**src/rtl/ub_pkg.sv**
```systemverilog
// Constants and state encoding shared by the unified buffer and the blocks that read from it.
package ub_pkg;

  localparam int DATA_W   = 16;
  localparam int ADDR_W   = 9;
  localparam int UB_DEPTH = 50;

  typedef enum logic [1:0] {
    IDLE  = 2'd0,
    READ  = 2'd1,
    DRAIN = 2'd2,
    DONE  = 2'd3
  } ub_rd_state_t;

endpackage

```
**src/rtl/lane_delay.sv**
```systemverilog
// One-stage data+valid register with synchronous active-low clear; data is forced to 0 when not valid.
module lane_delay
  import ub_pkg::*;
#(
  parameter int W = DATA_W
) (
  input  logic         clk,
  input  logic         i_rst_n,
  input  logic [W-1:0] i_data,
  input  logic         i_valid,
  output logic [W-1:0] o_data,
  output logic         o_valid
);

  logic [W-1:0] r_data;
  logic         r_valid;

  always_ff @(posedge clk) begin
    if (!i_rst_n) begin
      r_data  <= '0;
      r_valid <= 1'b0;
    end else begin
      r_valid <= i_valid;
      r_data  <= i_valid ? i_data : '0;
    end
  end

  assign o_data  = r_data;
  assign o_valid = r_valid;

endmodule

```
**src/rtl/ub_read_sequencer.sv**
```systemverilog
// Reads a contiguous run of words from the unified buffer two per cycle and feeds them,
// skewed by one cycle between lanes, to the two systolic-array row inputs.
module ub_read_sequencer
  import ub_pkg::*;
(
  input  logic              clk,
  input  logic              rst,
  input  logic              start_in,
  input  logic [ADDR_W-1:0] base_addr_in,
  input  logic [ADDR_W-1:0] num_words_in,
  output logic              ub_rd_en_out,
  output logic [ADDR_W-1:0] ub_rd_addr_1_out,
  output logic [ADDR_W-1:0] ub_rd_addr_2_out,
  input  logic [DATA_W-1:0] ub_rd_data_1_in,
  input  logic [DATA_W-1:0] ub_rd_data_2_in,
  output logic [DATA_W-1:0] sys_data_1_out,
  output logic              sys_valid_1_out,
  output logic [DATA_W-1:0] sys_data_2_out,
  output logic              sys_valid_2_out,
  output logic              busy_out,
  output logic              done_out,
  output logic              err_out,
  output logic [1:0]        dbg_state_out
);

  localparam logic [ADDR_W:0] DEPTH_EXT = (ADDR_W+1)'(UB_DEPTH);

  ub_rd_state_t      r_state, w_next;
  logic [ADDR_W-1:0] r_ptr, r_pairs;
  logic              r_odd;
  logic [1:0]        r_drain;
  logic              r_err, r_zdone;
  logic              r_pend_v1, r_pend_v2;
  logic              r_s1_v, r_l2_v;
  logic [DATA_W-1:0] r_s1_d, r_l2_d;

  logic [ADDR_W:0]   w_end;
  logic [ADDR_W-1:0] w_pairs;
  logic              w_range_err, w_cmd, w_rd_en, w_l2_ok;

  // End address is one bit wider so B+N cannot wrap past the depth check.
  assign w_end       = {1'b0, base_addr_in} + {1'b0, num_words_in};
  assign w_range_err = w_end > DEPTH_EXT;
  assign w_pairs     = ADDR_W'(({1'b0, num_words_in} + 1'b1) >> 1);
  assign w_cmd       = (r_state == IDLE) && start_in;
  assign w_rd_en     = (r_state == READ);
  assign w_l2_ok     = !(r_odd && (r_pairs == ADDR_W'(1)));

  always_comb begin
    w_next = r_state;
    case (r_state)
      IDLE:    if (start_in && !w_range_err && (num_words_in != '0)) w_next = READ;
      READ:    if (r_pairs == ADDR_W'(1)) w_next = DRAIN;
      DRAIN:   if (r_drain == 2'd0) w_next = DONE;
      DONE:    w_next = IDLE;
      default: w_next = IDLE;
    endcase
  end

  always_ff @(posedge clk) begin
    if (!rst) begin
      r_state   <= IDLE;
      r_ptr     <= '0;
      r_pairs   <= '0;
      r_odd     <= 1'b0;
      r_drain   <= '0;
      r_err     <= 1'b0;
      r_zdone   <= 1'b0;
      r_pend_v1 <= 1'b0;
      r_pend_v2 <= 1'b0;
      r_s1_v    <= 1'b0;
      r_s1_d    <= '0;
      r_l2_v    <= 1'b0;
      r_l2_d    <= '0;
    end else begin
      r_state <= w_next;
      r_err   <= w_cmd && w_range_err;
      r_zdone <= w_cmd && !w_range_err && (num_words_in == '0);
      if (w_cmd) begin
        r_ptr   <= base_addr_in;
        r_pairs <= w_pairs;
        r_odd   <= num_words_in[0];
      end else if (r_state == READ) begin
        r_ptr   <= r_ptr + ADDR_W'(2);
        r_pairs <= r_pairs - ADDR_W'(1);
        r_drain <= 2'd2;
      end else if (r_state == DRAIN) begin
        r_drain <= r_drain - 2'd1;
      end
      // Valids track the read one cycle ahead of the buffer's data.
      r_pend_v1 <= w_rd_en;
      r_pend_v2 <= w_rd_en && w_l2_ok;
      r_s1_v    <= r_pend_v1;
      r_s1_d    <= r_pend_v1 ? ub_rd_data_1_in : '0;
      r_l2_v    <= r_pend_v2;
      r_l2_d    <= r_pend_v2 ? ub_rd_data_2_in : '0;
    end
  end

  lane_delay #(.W(DATA_W)) u_lane2_skew (
    .clk     (clk),
    .i_rst_n (rst),
    .i_data  (r_l2_d),
    .i_valid (r_l2_v),
    .o_data  (sys_data_2_out),
    .o_valid (sys_valid_2_out)
  );

  assign ub_rd_en_out     = w_rd_en;
  assign ub_rd_addr_1_out = w_rd_en ? r_ptr : '0;
  assign ub_rd_addr_2_out = w_rd_en ? (r_ptr + ADDR_W'(1)) : '0;
  assign sys_data_1_out   = r_s1_d;
  assign sys_valid_1_out  = r_s1_v;
  assign busy_out         = (r_state != IDLE);
  assign done_out         = (r_state == DONE) || r_zdone;
  assign err_out          = r_err;
  assign dbg_state_out    = r_state;

endmodule

```
**config.mk**
```make
export PLATFORM = sky130hd
export DESIGN_NAME = ub_read_sequencer
export DESIGN_NICKNAME = d
export VERILOG_FILES = /design/src/rtl/ub_pkg.sv /design/src/rtl/lane_delay.sv /design/src/rtl/ub_read_sequencer.sv
export SDC_FILE = /design/constraint.sdc
export NUM_CORES = 1
export LEC_CHECK = 0
export CORE_MARGIN = 2
export CORE_UTILIZATION = 45
export DETAILED_ROUTE_END_ITERATION = 7
export GPL_TIMING_DRIVEN = 0
export PLACE_DENSITY = 0.86
export REMOVE_ABC_BUFFERS = 1
export SYNTH_ARGS = -nofsm -noshare
export SYNTH_HDL_FRONTEND = slang
export SYNTH_HIERARCHICAL = 1
export SYNTH_SLANG_ARGS = --single-unit
```
**constraint.sdc**
```tcl
create_clock -name clk -period 3.56 [get_ports clk]
set_clock_uncertainty 0.05 [all_clocks]
set_input_delay 0.712 -clock clk [delete_from_list [all_inputs] [get_ports clk]]
set_output_delay 0.712 -clock clk [all_outputs]
set_load 0.005 [all_outputs]
```
==> reports/metrics.cfg, run 1 <==
[floorplanning]
die_w_um=92.75
fp-row-count=32
ioPinCount=111
core_area_um2=7687
die_h_um=92.75
start_util_pct=46.11
die-area_um2=8603

[critical_path]
crit_chain=clkdlybuf4s50_1 > ha_1 > fa_1 > a211oi_1 > nor2_1 > a211oi_1 > xnor2_1 > a2111o_1 > a2bb2oi_2 > mux2i_1
cp_slowest_cell=clkdlybuf4s50_1
crit_family=compound AO/OA/AOI/OAI gates
critPathBufInv=1
worstSetupPathType=input port to flip-flop
rrSetupSlack_ps=1320
crit_arrival_ps=3560
slowest_delay_ps=520
crit_top_cell=a211oi_1
ff2ff_path_depth=7
critPathCaptureType=flip-flop
rr_startpoint=r_pairs[2]
cp_max_fo=4
required_ps=3740
start_kind=input port
timing.rr.end=dbg_state_out[0]

[grt]
grt_antenna_before_repair=0
grtUsageTotal_pct=20.02
grt_pass1_wl_um=13750
grt_max_degree=71
overflow=0
grt_pass1_vias=2922

[clock_network]
cts_tree=built
clock_latency_ps=340
cts_sinks=78
cts_root_buf=clkbuf_8
ctsLongestPathBuffers=2
post_cts_buffers=0
htreeDepth=3
cts_buffers=9
clk_pin_slew_ps=80

[logic_synthesis]
seq_area_frac_synth_pct=44.05
ys_top_cells_by_area=dfxtp_1 (44%), and3_1 (8.1%), ha_1 (7.4%)
synth_edf_count=0
ys_warn_count=6
synth.top_cell.area_share_pct=44.05
synth_area_um2=3545
synth_top_area_cell=dfxtp_1
synth_seq_cells=78
avgSynthCellArea_um2=9.377
async_flop_share_pct=0
syn_inst=378
post-synth-top-count-cell=dfxtp_1
ys_types=47
yosys-top-cells-count=dfxtp_1 (78), and3_1 (46), nand2_1 (39)
synth_ff_type=dfxtp_1

[sta]
finalCritPeriodShare_pct=94.82
worst_pin_slew_ps=879.8
max_freq_ghz=0.2962
final_max_slew_viol_count=0
hold_viol_final=0
finalWorstSetupSlack_ps=184.4
setup_viol=0
rsz0062_at_grt=false
finalCriticalPeriod_ps=3376
relSlewSlack_pct=41.20

[hold_path]
worst_hold_path.endpoint=r_odd
hold_path.class=flip-flop to flip-flop
min_path_cells=2
worstHoldStart=r_odd

[power]
power.internal_mw=1.720
switching_share_pct=30.65
power_mw=2.480
ir_drop_uv=274.2
power.share.clock_pct=29.3
p_seq_share_pct=42.4
powerDensity_nw_per_um2=502.0
p_sw_mw=0.7601
comb_power_share_pct=28.3
leakagePower_nw=2.203

[layout]
fin_nets=558
fillCellCount=609
ff_latch_area_um2=1562
diodes=0
fin_cells=590
drive_gt1_share_pct=6.762
multi_input_area_um2=1864
syn_to_final_growth_pct=39.39

[flow_run]
cap_viol_max_count=0

[placed_design]
placed_cells=574
numPortBuffers=110
place_worst_setup_slack_ps=-139.1
gp_congestion=0.9769
hpwl_um=6222

[drt]
vias=3079
drtPass1Iterations=4
drt_first_iter_violations=176
final_antenna_net_count=0
avgRoutedWirePerCell_um=14.21
vias_per_cell=5.219
drt-total-wl_um=8384
drc=0

[status]
outcome=complete, no violations

-- worst max-delay path by stage --
stage	startpoint	to	cells past startpoint
2_1_floorplan	base_addr_in[0]	dbg_state_out[0]	9
3_3_place_gp	num_words_in[0]	dbg_state_out[0]	10
3_5_place_dp	num_words_in[0]	dbg_state_out[0]	10
4_1_cts	num_words_in[0]	dbg_state_out[0]	10
5_1_grt	num_words_in[0]	dbg_state_out[1]	10
6_report	num_words_in[0]	dbg_state_out[0]	10
-- layer usage --
layer  vias to the layer above  global-route usage, %  wire, µm
met3                         9                  5.370       715
li1                       1531                      -         -
met4                         0                  5.147        79
met2                       135                  34.18      3874
met5                         -                      0         0
met1                      1404                  25.08      3715
-- stage by stage --
stage | utilization [%] | instance area (µm²) | hold WS (ps) | setup TNS [ps]
after detailed placement | 61.31 | 4713 | 410.4 | -271.9
final | 64.27 | 4941 | 420.0 | 0
after CTS | 64.19 | 4935 | 421.7 | 0
after global routing | 64.27 | 4941 | 443.3 | 0
after floorplan | - | 3470 | 393.4 | 0
after global placement | 61.12 | 4698 | 396.6 | -69.18
-- power by group through the flow --
stage,sequential (mW),combinational (mW),clock [mW]
after detailed placement,1.07,0.694,0
after floorplan,1.05,0.415,0
final,1.05,0.702,0.728
after global placement,1.07,0.670,0
after global routing,1.07,0.784,0.775
after CTS,1.05,0.700,0.743
-- kinds of logic after synthesis --
| family | share of synthesized area, % |
|---|---|
| simple gates | 25.10 |
| fa+ha+maj | 7.977 |
| buf+inv | 3.600 |
| flops | 44.05 |
| compound gates | 11.01 |
| xor+xnor | 7.413 |
| mux | 0.8472 |
-- timing repair --
item	in CTS	in global routing
hold buffers	0	0
resized for setup	1	1
hold endpoints to repair	0	0
setup endpoints to repair	1	2
-- area by class of cell --
| type | count | area share, % |
|---|---|---|
| Clock buffer | 9 | 2.507 |
| Tap cell | 102 | 2.583 |
| Sequential cell | 78 | 31.60 |
| Multi-Input combinational cell | 269 | 37.73 |
| Clock inverter | 7 | 1.925 |
| Timing Repair Buffer | 111 | 22.59 |
| Inverter | 14 | 1.064 |
-- worst min-delay path, stage by stage (launching register included) --
cell,delay [ps]
dfxtp_1,320
nand2_1,50
a21boi_0,60
-- placed cells by master, fill, tap and decap left out, types with 4 or more instances in the layout --
master	instances
and2_1	15
ha_1	20
inv_1	13
nor2_1	17
xnor2_1	13
nand2_1	39
and3_1	46
xor2_1	17
o211a_1	14
nor3_1	4
clkbuf_8	9
o21ai_0	9
nand4_1	8
and3_2	7
dfxtp_1	78
clkdlybuf4s50_1	109
a21oi_1	9
nand3_1	11
-- sequential cells by signal, indices dropped and copies added, names as in the netlist, 2 cells and up --
signal               flops
r_pairs                  9
sys_data_1_out          16
r_ptr                    9
r_l2_d                  16
u_lane2_skew/o_data     16
r_drain                  2
dbg_state_out            2
(Power assumes the default switching activity.)
==> run 2, diff against run 1 <==
--- a/config.mk
+++ b/config.mk
@@ -5,11 +5,12 @@
 export SDC_FILE = /design/constraint.sdc
 export NUM_CORES = 1
 export LEC_CHECK = 0
-export CORE_MARGIN = 2
-export CORE_UTILIZATION = 45
+export CELL_PAD_IN_SITES_DETAIL_PLACEMENT = 1
+export CELL_PAD_IN_SITES_GLOBAL_PLACEMENT = 2
+export CORE_UTILIZATION = 27
 export DETAILED_ROUTE_END_ITERATION = 7
 export GPL_TIMING_DRIVEN = 0
-export PLACE_DENSITY = 0.86
+export PLACE_DENSITY_LB_ADDON = 0.1
 export REMOVE_ABC_BUFFERS = 1
 export SYNTH_ARGS = -nofsm -noshare
 export SYNTH_HDL_FRONTEND = slang
==> run 2 against run 1 <==
First-iteration DRC count is 33% lower. Combinational power is 2% higher. Flip-flop and latch count stayed put. Critical endpoint is now dbg_state_out[1]. Non-clock buffer count stayed put. Clock power is 22% higher. Cell area is 3.2% higher. Maximum frequency is 1.8% higher. Hold slack worse by 7.6 ps. Critical path depth stayed put. Register-to-register slack worse by 30 ps. Wire length is 16% higher. Final cell count is 12% higher.
==> reports/metrics.cfg, run 2 (same netlist as run 1, synthesis figures left out) <==
[layout]
final_cell_mix=clkdlybuf4s50_1 (109), dfxtp_1 (78), and3_1 (46), nand2_1 (39), ha_1 (20)  ; unchanged
layout.cells.most_common=clkdlybuf4s50_1  ; unchanged
fin_cells=660  ; was 590
drive_gt1_share_pct=6.762  ; unchanged
syn_to_final_growth_pct=43.84  ; was 39.39%
fin_nets=558  ; unchanged
diodes=0  ; unchanged
final_util_pct=40.08  ; was 64.27%

[grt]
grt_pass1_wl_um=15190  ; was 13750 µm
grt_antenna_before_repair=0  ; unchanged
overflow=0  ; unchanged
grt_pass1_vias=3019  ; was 2922
grtUsageTotal_pct=14.57  ; was 20.02%
grt_max_degree=48  ; was 71

[status]
outcome=complete, no violations  ; unchanged

[floorplanning]
die_w_um=116.6  ; was 92.75 µm
core_area_um2=12720  ; was 7687 µm²
die_h_um=116.6  ; was 92.75 µm
ioPinCount=111  ; unchanged
die-area_um2=13590  ; was 8603 µm²
fp-row-count=41  ; was 32
start_util_pct=27.86  ; was 46.11%

[critical_path]
required_ps=3730  ; was 3740 ps
crit_arrival_ps=3480  ; was 3560 ps
start_kind=input port  ; unchanged
worstSetupPathType=input port to flip-flop  ; unchanged
critPathCaptureType=flip-flop  ; unchanged
cp_max_fo=4  ; unchanged

[clock_network]
htreeDepth=3  ; unchanged
cts_buffers=9  ; unchanged
cts_sinks=78  ; unchanged
post_cts_buffers=0  ; unchanged
cts_root_buf=clkbuf_16  ; was clkbuf_8
ctsLongestPathBuffers=2  ; unchanged
cts_tree=built  ; unchanged
clk_pin_slew_ps=70  ; was 80 ps
ctsHoldBuffers=0  ; unchanged
clock_latency_ps=330  ; was 340 ps

[sta]
finalWorstSetupSlack_ps=244.1  ; was 184.4 ps
rsz0062_at_grt=false  ; unchanged
finalCriticalPeriod_ps=3316  ; was 3376 ps
max_freq_ghz=0.3016  ; was 0.2962 GHz
finalCritPeriodShare_pct=93.14  ; was 94.82%
relSlewSlack_pct=40.94  ; was 41.20%
final_max_slew_viol_count=0  ; unchanged
setup_viol=0  ; unchanged
hold_viol_final=0  ; unchanged
worst_pin_slew_ps=883.7  ; was 879.8 ps

[power]
power.share.clock_pct=33.4  ; was 29.3%
powerDensity_nw_per_um2=522.7  ; was 502.0 nW/µm²
p_sw_mw=0.8513  ; was 0.7601 mW
power.internal_mw=1.814  ; was 1.720 mW
leakagePower_nw=2.229  ; was 2.203 nW
ir_drop_uv=263.9  ; was 274.2 µV
comb_power_share_pct=26.9  ; was 28.3%
p_seq_share_pct=39.7  ; was 42.4%
switching_share_pct=31.94  ; was 30.65%

[drt]
drt_first_iter_violations=118  ; was 176
vias=3074  ; was 3079
final_antenna_net_count=0  ; unchanged
avgRoutedWirePerCell_um=14.71  ; was 14.21 µm
drc=0  ; unchanged
drt-total-wl_um=9710  ; was 8384 µm
vias_per_cell=4.658  ; was 5.219
drtPass1Iterations=5  ; was 4

[placed_design]
placed_cells=644  ; was 574
numPortBuffers=110  ; unchanged
place_worst_setup_slack_ps=-187.1  ; was -139.1 ps
hpwl_um=7190  ; was 6222 µm
gp_congestion=0.8312  ; was 0.9769

[flow_run]
cap_viol_max_count=0  ; unchanged

[hold_path]
hold_path.class=flip-flop to flip-flop  ; unchanged

==> run 2: cell count changes in the layout (fill, tap and decap cells not counted) <==
cell,delta
clkinv_2,-2
inv_8,+2
clkinv_4,+1
clkbuf_8,-9
bufinv_16,-2
clkinvlp_4,+1
clkbuf_16,+9
==> run 2: layer usage <==
metal / up-vias / track usage [%] / share of wire, %
met2: 81 / 23.59 / 44
met3: 10 / 3.321 / 5.3
met5: - / 0 / 0
met1: 1452 / 18.86 / 49
met4: 0 / 5.485 / 1.3
li1: 1531 / - / -
==> run 2: final timing paths <==
check	endpoint	slack, ps	depth (start not counted)	startpoint
max reg2reg	dbg_state_out[1]	1290	7	r_pairs[2]
min reg2reg	u_lane2_skew/o_data[12]	410	1	r_l2_d[12]
max	dbg_state_out[1]	240	10	num_words_in[0]
min	u_lane2_skew/o_data[12]	410	1	r_l2_d[12]
==> run 2: power groups by stage <==
stage | clock network [mW] | logic (mW) | registers (mW)
floorplan | 0 | 0.415 | 1.05
finish | 0.889 | 0.718 | 1.06
global route | 0.958 | 0.811 | 1.08
CTS | 0.920 | 0.728 | 1.06
detailed placement | 0 | 0.723 | 1.08
global placement | 0 | 0.709 | 1.08
==> run 2: repair_timing <==
action / in CTS / in global routing
setup endpoints to repair: 8 / 2
pin swaps: 0 / 0
resized for setup: 1 / 1
endpoints found under the hold margin: 0 / 0
==> run 2: layout make-up <==
| class | count | area, µm² |
|---|---|---|
| multi-input cells | 269 | 1864 |
| clock buffers | 9 | 225.2 |
| clock inverters | 7 | 63.81 |
| inverters | 14 | 52.55 |
| flip-flops and latches | 78 | 1562 |
| repair buffers | 111 | 1116 |
| fillers | 1497 | 7624 |
| well taps | 172 | 215.2 |
==> run 2: worst max-delay path, stage by stage <==
cell	delay, ps
clkdlybuf4s50_1	530
ha_1	280
fa_1	420
a211oi_1	260
nor2_1	140
a211oi_1	280
xnor2_1	100
a2111o_1	440
a2bb2oi_2	190
mux2i_1	130
==> run 2: stage by stage <==
step	setup TNS [ps]	total power, mW	area (µm²)	hold WS [ps]
after global routing	0	2.847	5099	431.1
after detailed placement	-374.2	1.805	4801	404.0
after global placement	-313.2	1.787	4786	397.3
after floorplan	0	1.464	3470	393.4
after CTS	0	2.711	5092	420.5
final	0	2.665	5099	412.4
